--- config.mk ---
export PLATFORM = sky130hd
export DESIGN_NAME = dmem_bus_arbiter
export DESIGN_NICKNAME = d
export VERILOG_FILES = /design/src/rtl/dmem_bus_arbiter_pkg.sv /design/src/rtl/dmem_arb_rr.sv /design/src/rtl/dmem_bus_arbiter.sv
export SDC_FILE = /design/constraint.sdc
export NUM_CORES = 1
export LEC_CHECK = 0
export ABC_CLOCK_PERIOD_IN_PS = 3900
export CAP_MARGIN = 20
export CORE_AREA = 2 2 109 111
export CTS_CLUSTER_SIZE = 16
export DETAILED_ROUTE_END_ITERATION = 12
export DIE_AREA = 0 0 111 113
export DONT_BUFFER_PORTS = 1
export PLACE_DENSITY_LB_ADDON = 0.1
export SYNTH_ARGS = -nofsm -noshare
export SYNTH_HDL_FRONTEND = slang
export SYNTH_SLANG_ARGS = --single-unit
--- constraint.sdc ---
create_clock -name clk -period 3.9 [get_ports clk]
set_input_delay 0.78 -clock clk [delete_from_list [all_inputs] [get_ports clk]]
set_output_delay 0.78 -clock clk [all_outputs]
set_load 0.01 [all_outputs]
--- src/rtl/dmem_bus_arbiter_pkg.sv ---
// rtl/dmem_bus_arbiter_pkg.sv - shared constants for the data-memory bus arbiter
//
// Purpose : FSM state encodings, port identifiers and the default burst limit
//           shared by dmem_arb_rr and dmem_bus_arbiter.
// Ports   : none (package)
package dmem_bus_arbiter_pkg;

  typedef enum logic [1:0] {
    ARB_IDLE  = 2'd0,
    ARB_OWN_A = 2'd1,
    ARB_OWN_B = 2'd2
  } arb_state_t;

  localparam logic PORT_A = 1'b0;
  localparam logic PORT_B = 1'b1;

  localparam int DEF_MAX_BURST = 8;

endpackage

--- src/rtl/dmem_arb_rr.sv ---
// rtl/dmem_arb_rr.sv - round-robin pointer, lock FSM and burst counter
//
// Purpose : decides which port (if any) is granted this cycle.
// Ports   : clk, reset (sync, active-low)
//           i_a_req/i_a_lock, i_b_req/i_b_lock  - requests and lock hints
//           o_gnt_a/o_gnt_b                     - combinational one-hot grant
module dmem_arb_rr
  import dmem_bus_arbiter_pkg::*;
#(
  parameter int MAX_BURST = DEF_MAX_BURST
) (
  input  logic clk,
  input  logic reset,
  input  logic i_a_req,
  input  logic i_a_lock,
  input  logic i_b_req,
  input  logic i_b_lock,
  output logic o_gnt_a,
  output logic o_gnt_b
);

  localparam logic [7:0] LP_MAX = 8'(MAX_BURST);

  arb_state_t r_state, w_state_nxt;
  logic       r_ptr, w_ptr_nxt;
  logic [7:0] r_burst, w_burst_nxt, w_cnt;
  logic       w_own_b, w_own_req, w_own_lock, w_oth_req;
  logic       w_win, w_win_b;

  always_ff @(posedge clk) begin
    if (!reset) begin
      r_state <= ARB_IDLE;
      r_ptr   <= PORT_A;
      r_burst <= '0;
    end else begin
      r_state <= w_state_nxt;
      r_ptr   <= w_ptr_nxt;
      r_burst <= w_burst_nxt;
    end
  end

  always_comb begin
    w_state_nxt = r_state;
    w_ptr_nxt   = r_ptr;
    w_burst_nxt = r_burst;
    w_cnt       = r_burst;
    w_win       = 1'b0;
    w_win_b     = 1'b0;
    o_gnt_a     = 1'b0;
    o_gnt_b     = 1'b0;
    w_own_b     = (r_state == ARB_OWN_B);
    w_own_req   = w_own_b ? i_b_req  : i_a_req;
    w_own_lock  = w_own_b ? i_b_lock : i_a_lock;
    w_oth_req   = w_own_b ? i_a_req  : i_b_req;

    if (r_state == ARB_IDLE) begin
      w_burst_nxt = '0;
      if (i_a_req && i_b_req) begin
        w_win     = 1'b1;
        w_win_b   = (r_ptr == PORT_B);
        w_ptr_nxt = ~r_ptr;
      end else if (i_a_req || i_b_req) begin
        w_win   = 1'b1;
        w_win_b = i_b_req;
      end
      o_gnt_a = w_win & ~w_win_b;
      o_gnt_b = w_win & w_win_b;
      if (w_win && (w_win_b ? i_b_lock : i_a_lock)) begin
        w_burst_nxt = 8'd1;
        // A burst limit of 1 is already used up by the locking grant itself.
        if ((w_win_b ? i_a_req : i_b_req) && (LP_MAX <= 8'd1))
          w_ptr_nxt = w_win_b ? PORT_A : PORT_B;
        else
          w_state_nxt = w_win_b ? ARB_OWN_B : ARB_OWN_A;
      end
    end else begin
      if (w_oth_req && (r_burst >= LP_MAX)) begin
        w_state_nxt = ARB_IDLE;
        w_ptr_nxt   = w_own_b ? PORT_A : PORT_B;
      end else if (w_own_req) begin
        o_gnt_a     = ~w_own_b;
        o_gnt_b     = w_own_b;
        // Only grants that made the other port wait count against the burst.
        w_cnt       = w_oth_req ? (r_burst + 8'd1) : r_burst;
        w_burst_nxt = w_cnt;
        if (!w_own_lock) begin
          w_state_nxt = ARB_IDLE;
        end else if (w_oth_req && (w_cnt >= LP_MAX)) begin
          w_state_nxt = ARB_IDLE;
          w_ptr_nxt   = w_own_b ? PORT_A : PORT_B;
        end
      end else if (!w_own_lock) begin
        w_state_nxt = ARB_IDLE;
      end
    end

    // Outputs read as zero for the whole time reset is held.
    if (!reset) begin
      o_gnt_a = 1'b0;
      o_gnt_b = 1'b0;
    end
  end

endmodule

--- src/rtl/dmem_bus_arbiter.sv ---
// rtl/dmem_bus_arbiter.sv - two-port round-robin arbiter in front of data memory
//
// Purpose : shares one data-memory port between the CPU (A) and a debug/loader
//           port (B); muxes the granted request onto memory and returns read
//           data one cycle after the grant.
// Ports   : clk, reset (sync, active-low)
//           a_* / b_*    - req, we, lock, addr, wdata in; gnt, rvalid, rdata, err out
//           mem_wrtEn, mem_index, mem_dataIn - memory request (combinational)
//           mem_dataOut  - memory read data, valid the cycle after the index
//           stat_*       - grant/conflict counters, only with DMEM_ARB_STATS_EN
module dmem_bus_arbiter
  import dmem_bus_arbiter_pkg::*;
#(
  parameter int DBITS        = 32,
  parameter int DMEMADDRBITS = 13,
  parameter int DMEMWORDBITS = 2,
  parameter int MAX_BURST    = DEF_MAX_BURST
) (
  input  logic                             clk,
  input  logic                             reset,
  input  logic                             a_req,
  input  logic                             a_we,
  input  logic                             a_lock,
  input  logic [DBITS-1:0]                 a_addr,
  input  logic [DBITS-1:0]                 a_wdata,
  output logic                             a_gnt,
  output logic                             a_rvalid,
  output logic [DBITS-1:0]                 a_rdata,
  output logic                             a_err,
  input  logic                             b_req,
  input  logic                             b_we,
  input  logic                             b_lock,
  input  logic [DBITS-1:0]                 b_addr,
  input  logic [DBITS-1:0]                 b_wdata,
  output logic                             b_gnt,
  output logic                             b_rvalid,
  output logic [DBITS-1:0]                 b_rdata,
  output logic                             b_err,
  output logic                             mem_wrtEn,
  output logic [DMEMADDRBITS-DMEMWORDBITS-1:0] mem_index,
  output logic [DBITS-1:0]                 mem_dataIn,
  input  logic [DBITS-1:0]                 mem_dataOut
`ifdef DMEM_ARB_STATS_EN
  ,
  output logic [15:0]                      stat_a_grants,
  output logic [15:0]                      stat_b_grants,
  output logic [15:0]                      stat_conflicts
`endif
);

  logic             w_gnt_a, w_gnt_b, w_any_gnt;
  logic             w_we, w_in_range;
  logic [DBITS-1:0] w_addr, w_wdata;
  logic             w_unused;
  logic             r_rsp_a, r_rsp_b, r_err_a, r_err_b, r_rd_ok;

  dmem_arb_rr #(
    .MAX_BURST (MAX_BURST)
  ) u_rr (
    .clk      (clk),
    .reset    (reset),
    .i_a_req  (a_req),
    .i_a_lock (a_lock),
    .i_b_req  (b_req),
    .i_b_lock (b_lock),
    .o_gnt_a  (w_gnt_a),
    .o_gnt_b  (w_gnt_b)
  );

  assign w_any_gnt  = w_gnt_a | w_gnt_b;
  assign w_addr     = w_gnt_b ? b_addr  : a_addr;
  assign w_wdata    = w_gnt_b ? b_wdata : a_wdata;
  assign w_we       = w_gnt_b ? b_we    : a_we;
  assign w_in_range = (w_addr[DBITS-1:DMEMADDRBITS] == '0);
  assign w_unused   = ^w_addr[DMEMWORDBITS-1:0];

  assign a_gnt      = w_gnt_a;
  assign b_gnt      = w_gnt_b;
  // Memory lines idle at zero so nothing stray is presented between grants.
  assign mem_wrtEn  = w_any_gnt & w_we & w_in_range;
  assign mem_index  = w_any_gnt ? w_addr[DMEMADDRBITS-1:DMEMWORDBITS] : '0;
  assign mem_dataIn = w_any_gnt ? w_wdata : '0;

  always_ff @(posedge clk) begin
    if (!reset) begin
      r_rsp_a <= 1'b0;
      r_rsp_b <= 1'b0;
      r_err_a <= 1'b0;
      r_err_b <= 1'b0;
      r_rd_ok <= 1'b0;
    end else begin
      r_rsp_a <= w_gnt_a & ~a_we;
      r_rsp_b <= w_gnt_b & ~b_we;
      r_err_a <= w_gnt_a & ~w_in_range;
      r_err_b <= w_gnt_b & ~w_in_range;
      r_rd_ok <= w_any_gnt & ~w_we & w_in_range;
    end
  end

  // Gating with reset drops a response that would otherwise appear while
  // reset is being held.
  assign a_rvalid = reset & r_rsp_a;
  assign b_rvalid = reset & r_rsp_b;
  assign a_err    = reset & r_err_a;
  assign b_err    = reset & r_err_b;
  assign a_rdata  = (a_rvalid & r_rd_ok) ? mem_dataOut : '0;
  assign b_rdata  = (b_rvalid & r_rd_ok) ? mem_dataOut : '0;

`ifdef DMEM_ARB_STATS_EN
  logic [15:0] r_stat_a, r_stat_b, r_stat_c;

  always_ff @(posedge clk) begin
    if (!reset) begin
      r_stat_a <= '0;
      r_stat_b <= '0;
      r_stat_c <= '0;
    end else begin
      if (w_gnt_a && (r_stat_a != 16'hFFFF)) r_stat_a <= r_stat_a + 16'd1;
      if (w_gnt_b && (r_stat_b != 16'hFFFF)) r_stat_b <= r_stat_b + 16'd1;
      if (a_req && b_req && (r_stat_c != 16'hFFFF)) r_stat_c <= r_stat_c + 16'd1;
    end
  end

  assign stat_a_grants  = r_stat_a;
  assign stat_b_grants  = r_stat_b;
  assign stat_conflicts = r_stat_c;
`endif

endmodule

; After elaboration in Yosys (flattened, before gate mapping)
; Index checks and enable logic that the tools add are counted.
[totals]
reg_bits = 16
word_cells = 100
[classes]
n_addsub = 1
n_lt_le_gt_ge = 2
eq_ne = 6
muxes = 45
bitwise_logic = 24
n_reduce_logical = 14
[op_table]
columns = cell, n
row1 = 32-bit 2-to-1 mux, 5
row2 = 8-bit 2-to-1 mux, 4
row3 = 1-bit 2-to-1 mux, 27
row4 = 19-bit zero test, 1
row5 = 1-bit bitwise AND, 16
row6 = 8-bit by 4-bit >= comparator with 1-bit output (second input constant), 2
row7 = 2-bit 2-to-1 mux, 8
row8 = 11-bit 2-to-1 mux, 1
row9 = 3-bit nonzero test, 3
row10 = 8-bit by 1-bit adder with 8-bit output (second input constant), 1
row11 = 1-bit inverter, 7
row12 = 1-bit logical AND, 4
row13 = 2-bit != test (second input constant), 2
row14 = 4-bit by 3-bit != test with 1-bit output (second input constant), 1
row15 = 4-bit != test (second input constant), 1
row16 = 4-bit AND reduction, 1
row17 = 3-bit AND reduction, 1
row18 = 2-bit equality test (second input constant), 1
row19 = 2-bit zero test, 1
row20 = 2-bit by 1-bit != test with 1-bit output (second input constant), 1
row21 = 2-bit AND reduction, 1
row22 = 2-bit nonzero test, 1
row23 = 1-bit logical OR, 1
row24 = 1-bit bitwise OR, 1

; Logic depth before layout (Yosys ltp)
[depth]
ltp_word = 11
ltp_mapped = 8

; By module
; Synthesis repeated with hierarchy kept, for this count alone.
[unflattened]
hier_cells = 272
hier_area_um2 = 2000.7
[modules_own_cells]
columns = module, instances, cells_per_inst, area_per_inst_um2, seq_area_each_um2
row1 = dmem_bus_arbiter, 1, 165, 1179.9, 100.1
row2 = dmem_arb_rr, 1, 107, 820.8, 220.2

; Least setup slack after synthesis
; OpenSTA, ideal clock, no wires.
[synth_path]
path_kind = input to output
start = input port a_req
end = output port mem_dataIn[24]
arrival_ps = 2148
path_slack_ps = 972
cell_stages = 7
n_path_buf = 3
cell_sequence = clkbuf_1 > mux2_4 > and2_4 > a211oi_2 > buf_6 > buf_6 > a22o_1
[synth_between]
elab_cells_between_ends = 25
classes_between = mux: 18 / bitwise: 4 / reduce/logical: 3
[synth_rtl]
columns = item, line_no
row1 = start: declaration, dmem_bus_arbiter.sv:21  ; input logic a_req,
row2 = 1-bit logical OR, dmem_arb_rr.sv:62  ; end else if (i_a_req || i_b_req) begin
row3 = 1-bit 2-to-1 mux, dmem_arb_rr.sv:62
row4 = 1-bit 2-to-1 mux, dmem_arb_rr.sv:58  ; if (i_a_req && i_b_req) begin
row5 = 1-bit 2-to-1 mux, dmem_arb_rr.sv:56  ; if (r_state == ARB_IDLE) begin
row6 = 1-bit bitwise AND, dmem_arb_rr.sv:67  ; o_gnt_b = w_win & w_win_b;
row7 = 1-bit 2-to-1 mux (*), dmem_arb_rr.sv:56
row8 = 1-bit 2-to-1 mux (*), dmem_arb_rr.sv:98  ; if (!reset) begin
row9 = via b_gnt, dmem_bus_arbiter.sv:35  ; output logic b_gnt,
row10 = 32-bit 2-to-1 mux / 1-bit bitwise OR (equally long branches), "dmem_bus_arbiter.sv:72, dmem_bus_arbiter.sv:70"
row11 = 32-bit 2-to-1 mux (*), dmem_bus_arbiter.sv:82  ; assign mem_dataIn = w_any_gnt ? w_wdata : '0;
row12 = end: declaration, dmem_bus_arbiter.sv:41  ; output logic [DBITS-1:0] mem_dataIn,
; Mark *: on every way through the listed nets, which the timed path passes. The rest lies on a longest branch. The select of a mux whose other input is x is not followed.

; Final worst setup path
[layout_path]
start = register u_rr.r_state[1]
end = output port mem_index[3]
[layout_between]
elab_chain_cells = 8
elab_cells_between_ends = 17
classes_between = eq/ne: 1 / mux: 12 / bitwise: 2 / reduce/logical: 2
[layout_lines]
columns = item, line_no
row1 = start: declaration, dmem_arb_rr.sv:24  ; arb_state_t r_state, w_state_nxt;
row2 = start signal: assignment, dmem_arb_rr.sv:36  ; r_state <= w_state_nxt;
row3 = 2-bit equality test, dmem_arb_rr.sv:51  ; w_own_b = (r_state == ARB_OWN_B);
row4 = 1-bit 2-to-1 mux (tied with other cells), dmem_arb_rr.sv:52  ; w_own_req = w_own_b ? i_b_req : i_a_req;
row5 = 1-bit 2-to-1 mux / 1-bit logical AND (equally long branches), "dmem_arb_rr.sv:80, dmem_arb_rr.sv:77"
row6 = 1-bit 2-to-1 mux, dmem_arb_rr.sv:77  ; if (w_oth_req && (r_burst >= LP_MAX)) begin
row7 = 1-bit 2-to-1 mux (*), dmem_arb_rr.sv:56
row8 = 1-bit 2-to-1 mux (*), dmem_arb_rr.sv:98
row9 = via a_gnt, dmem_bus_arbiter.sv:26  ; output logic a_gnt,
row10 = 1-bit bitwise OR (*), dmem_bus_arbiter.sv:70  ; assign w_any_gnt = w_gnt_a | w_gnt_b;
row11 = 11-bit 2-to-1 mux (*), dmem_bus_arbiter.sv:81  ; assign mem_index = w_any_gnt ? w_addr[DMEMADDRBITS-1:DMEMWORDBITS] : '0;
row12 = end: declaration, dmem_bus_arbiter.sv:40  ; output logic [DMEMADDRBITS-DMEMWORDBITS-1:0] mem_index,
; Mark *: on every way through the listed nets, which the timed path passes. The rest lies on a longest branch.

==> impl_summary.md <==
Yosys
For this run, the register share of the synthesized area comes to 0.164. For this run, the number of Yosys warnings is 0. The number of unique standard cell types used by synthesis is 48.

The mean instance size in the synthesized netlist is 7.55 sq um. The post-synth net total is around 430. The flip-flop and latch count after synthesis is 16. The cell count after synthesis is 259. In this run the cell area of the synthesized design comes to 1950 sq um.

Finish
The footprint of the multi-input gates is 1490 sq um. In the final layout, flip-flops and latches occupy 320 sq um. The fill cell instance count of the final layout is 1267. The top cell types in the final layout, fill and taps aside, are 71 x and2_1, 44 x a22o_1, 16 x dfxtp_1. The count of nets after finishing is 416. Relative to the synthesized area, the layout overhead comes to 9.67%.

In the final layout, the share of cells above drive strength 1 is 0.0735. The leading cell type in the layout, fill and taps excluded is and2_1.

STA
The final sum of negative setup slack is 0 ps. For this run, the top clock speed supported by timing is 296 MHz. The number of slew-limit violations in the final report came to 0. The number of failing setup endpoints in the final timing report is 0. The measured slew at the worst slew-check pin is 783 ps. After layout, the minimum clock period comes to ~3400 ps. The clock arrives with 1.17 ps of skew.

The fraction of the cycle the final worst path needs is 0.867. The worst pin sits at a relative slew slack of 0.478. Setup repair after global routing left no endpoint under its margin. The count of final hold-check violations is 0.

GRT
The via count of the first global-routing pass is 1818. The overall overflow remaining after global route is 0. The initial antenna violation count is 0. Across every metal layer, demand over resource in global routing totals 0.116.

The first global-routing pass estimated 11100 microns of wire. The fraction of met1 tracks used by global routing is 0.147. After global routing, the most crowded layer is met2. For met2 alone, demand over resource in global routing was 0.196. Entering global routing, the biggest net connects 49 pins. In the global route stage, met3 resource usage came out at 0.0316.

Clock network
The clock passes through at most 2 buffers. The total of hold buffers inserted after clock tree synthesis is 0. The number of gates resized after CTS was 0.

The number of clock buffers inserted by TritonCTS is 3. The root buffer cell chosen for the clock tree is clkbuf_16. TritonCTS built the clock tree. The clock sink count is 16. The clock reaches the later pin of the worst-skew pair after approximately 250 ps. After clock tree synthesis, the clock-pin slew on the worst setup and hold paths is around 50 ps.

In this run the post-CTS setup repair buffer count came out at 0. In this run the number of H-tree levels came out at 1.

Detailed routing
In the final routed layout, each cell accounts on average for 21.6 microns. The number of design-rule violations left by the first detailed-router iteration is 188. The final layout contains routed wiring with a total length of 8410 microns.

The first-pass detailed-route iteration total is 4. The via count of the routed design is 2041. In the routed design, unresolved DRC markers number 0.

Once detail routing completed, the nets flagged for antenna violations numbered 0. The number of vias per cell after detailed routing is 5.25.

Pwr
Power comes to ~0.55 mW. IR analysis of the VDD net gives a maximum drop of between 0.1 and 0.15 mV. The power density over the cells is 256 nW/um^2. The leakage power total is 0.814 nW.

Worst setup path
The data arrival time of the worst path is 2600 ps. STA classifies the critical path startpoint as a register. The type of element capturing the critical path is a primary output. Along the worst path, the maximum fanout reaches 34. Data on the critical path is required at its endpoint by 3120 ps. The path type of the worst setup path is register to primary output.

Place
The global placement routability congestion is 0.759. The wire-length estimate of the detail-placed layout is a little over 7000 microns. The count of buffers added on input and output ports is 0.

Floorplan
The floorplan has 39 rows. The area inside the core boundary is 11300 sq um. The die footprint is 12500 sq um. The starting density of the core is 0.173.

The number of top-level pins is 282. The floorplan die height is 113 microns. From left edge to right edge, the die measures around 110 microns.

Status
The flow ran to the end, and the final reports show no timing, DRC or antenna violations.

Job
The tool flagged a number of max-cap violations equal to 0.

Min path
The worst min-delay path category is register to register.
[power breakdown]
| group | total, mW | internal, mW | leakage [nW] | switching [mW] |
|---|---|---|---|---|
| clock network | 0.228 | 0.156 | 0.0442 | 0.0715 |
| logic | 0.142 | 0.0544 | 0.639 | 0.0874 |
| registers | 0.178 | 0.170 | 0.130 | 0.00837 |
[cell families after synthesis]
| family | count (synthesis) | share of synthesized area |
|---|---|---|
| AND/OR/NAND/NOR | 140 | 0.424 |
| AO/OA/AOI/OAI | 69 | 0.292 |
| buffers and inverters | 28 | 0.0845 |
| flip-flops | 16 | 0.164 |
| XOR/XNOR | 2 | 0.00896 |
| multiplexers | 2 | 0.0134 |
| adder cells (fa/ha/maj) | 2 | 0.0128 |
[cell usage after synthesis (all sizes together)]
cell,number,area [sq um]
buf,11,101
o2bb2ai,1,8.76
a211oi,1,12.5
nor2,9,33.8
a221o,1,10.0
ha,2,25.0
nor2b,2,20.0
and2,72,453
or2,1,6.26
o22ai,2,12.5
xnor2,1,8.76
nand3b,1,7.51
o21ai,3,15.0
a31oi,1,6.26
nand2,13,51.3
nand2b,1,6.26
a22o,44,385
mux2,2,26.3
nor4b,1,8.76
xor2,1,8.76
a32o,2,20.0
or4,1,7.51
clkbuf,11,41.3
dfxtp,16,320
and3,7,43.8
or3,1,6.26
a22oi,1,7.51
a21oi,4,20.0
a21bo,1,10.0
a311oi,1,8.76
nand4,7,43.8
and4,1,8.76
inv,6,22.5
nor3,3,15.0
a21boi,5,37.5
nor3b,1,7.51
nand3,8,40.0
o31ai,1,7.51
a31o,1,8.76
and2b,1,7.51
nor4,10,62.6
[area by class of cell]
type | count | share of cell area
sequential | 16 | 0.149
antenna | 1 | 0.00117
clock buffer | 4 | 0.0414
multi-input combinational | 215 | 0.694
tap | 143 | 0.0835
timing repair buffer | 4 | 0.0198
inverter | 6 | 0.0105
[stage by stage]
step                 util  setup slack (ps)  instance area, sq um  instances  hold slack [ps]
finish              0.190               518                  2140        389              508
global route        0.190               340                  2140        388              523
CTS                 0.190               463                  2140        388              509
detailed placement  0.182               741                  2050        384              500
global placement    0.182               735                  2050        384              503
floorplan               -               972                  1950        259              461
[per-layer routing]
metal | vias up | share of wire
met5 | - | 0
met4 | 0 | 0.015
met2 | 166 | 0.48
li1 | 917 | -
met1 | 949 | 0.40
met3 | 9 | 0.096
[critical path: stages (launching register included)]
cell	delay, ps
dfxtp_1	490
nor2b_4	290
mux2_4	360
nand2_2	120
nand3_1	160
a21boi_4	190
buf_4	360
a22o_1	370
[final timing paths]
| kind | depth (start not counted) | slack, ps | startpoint | to |
|---|---|---|---|---|
| worst max-delay path | 7 | 520 | u_rr.r_state[1] | mem_index[3] |
| worst min-delay path | 1 | 510 | u_rr.r_burst[2] | u_rr.r_burst[2] |
| worst max register to register | 7 | 1560 | u_rr.r_state[1] | r_err_a |
| worst min register to register | 1 | 510 | u_rr.r_burst[2] | u_rr.r_burst[2] |
[flip-flops by register name, indices dropped and copies added (netlist names)]
register,flops
u_rr.r_ptr,1
r_err_b,1
r_err_a,1
u_rr.r_state,2
u_rr.r_burst,8
r_rd_ok,1
r_rsp_a,1
r_rsp_b,1
Note: power is estimated with default switching activity, not from simulation.
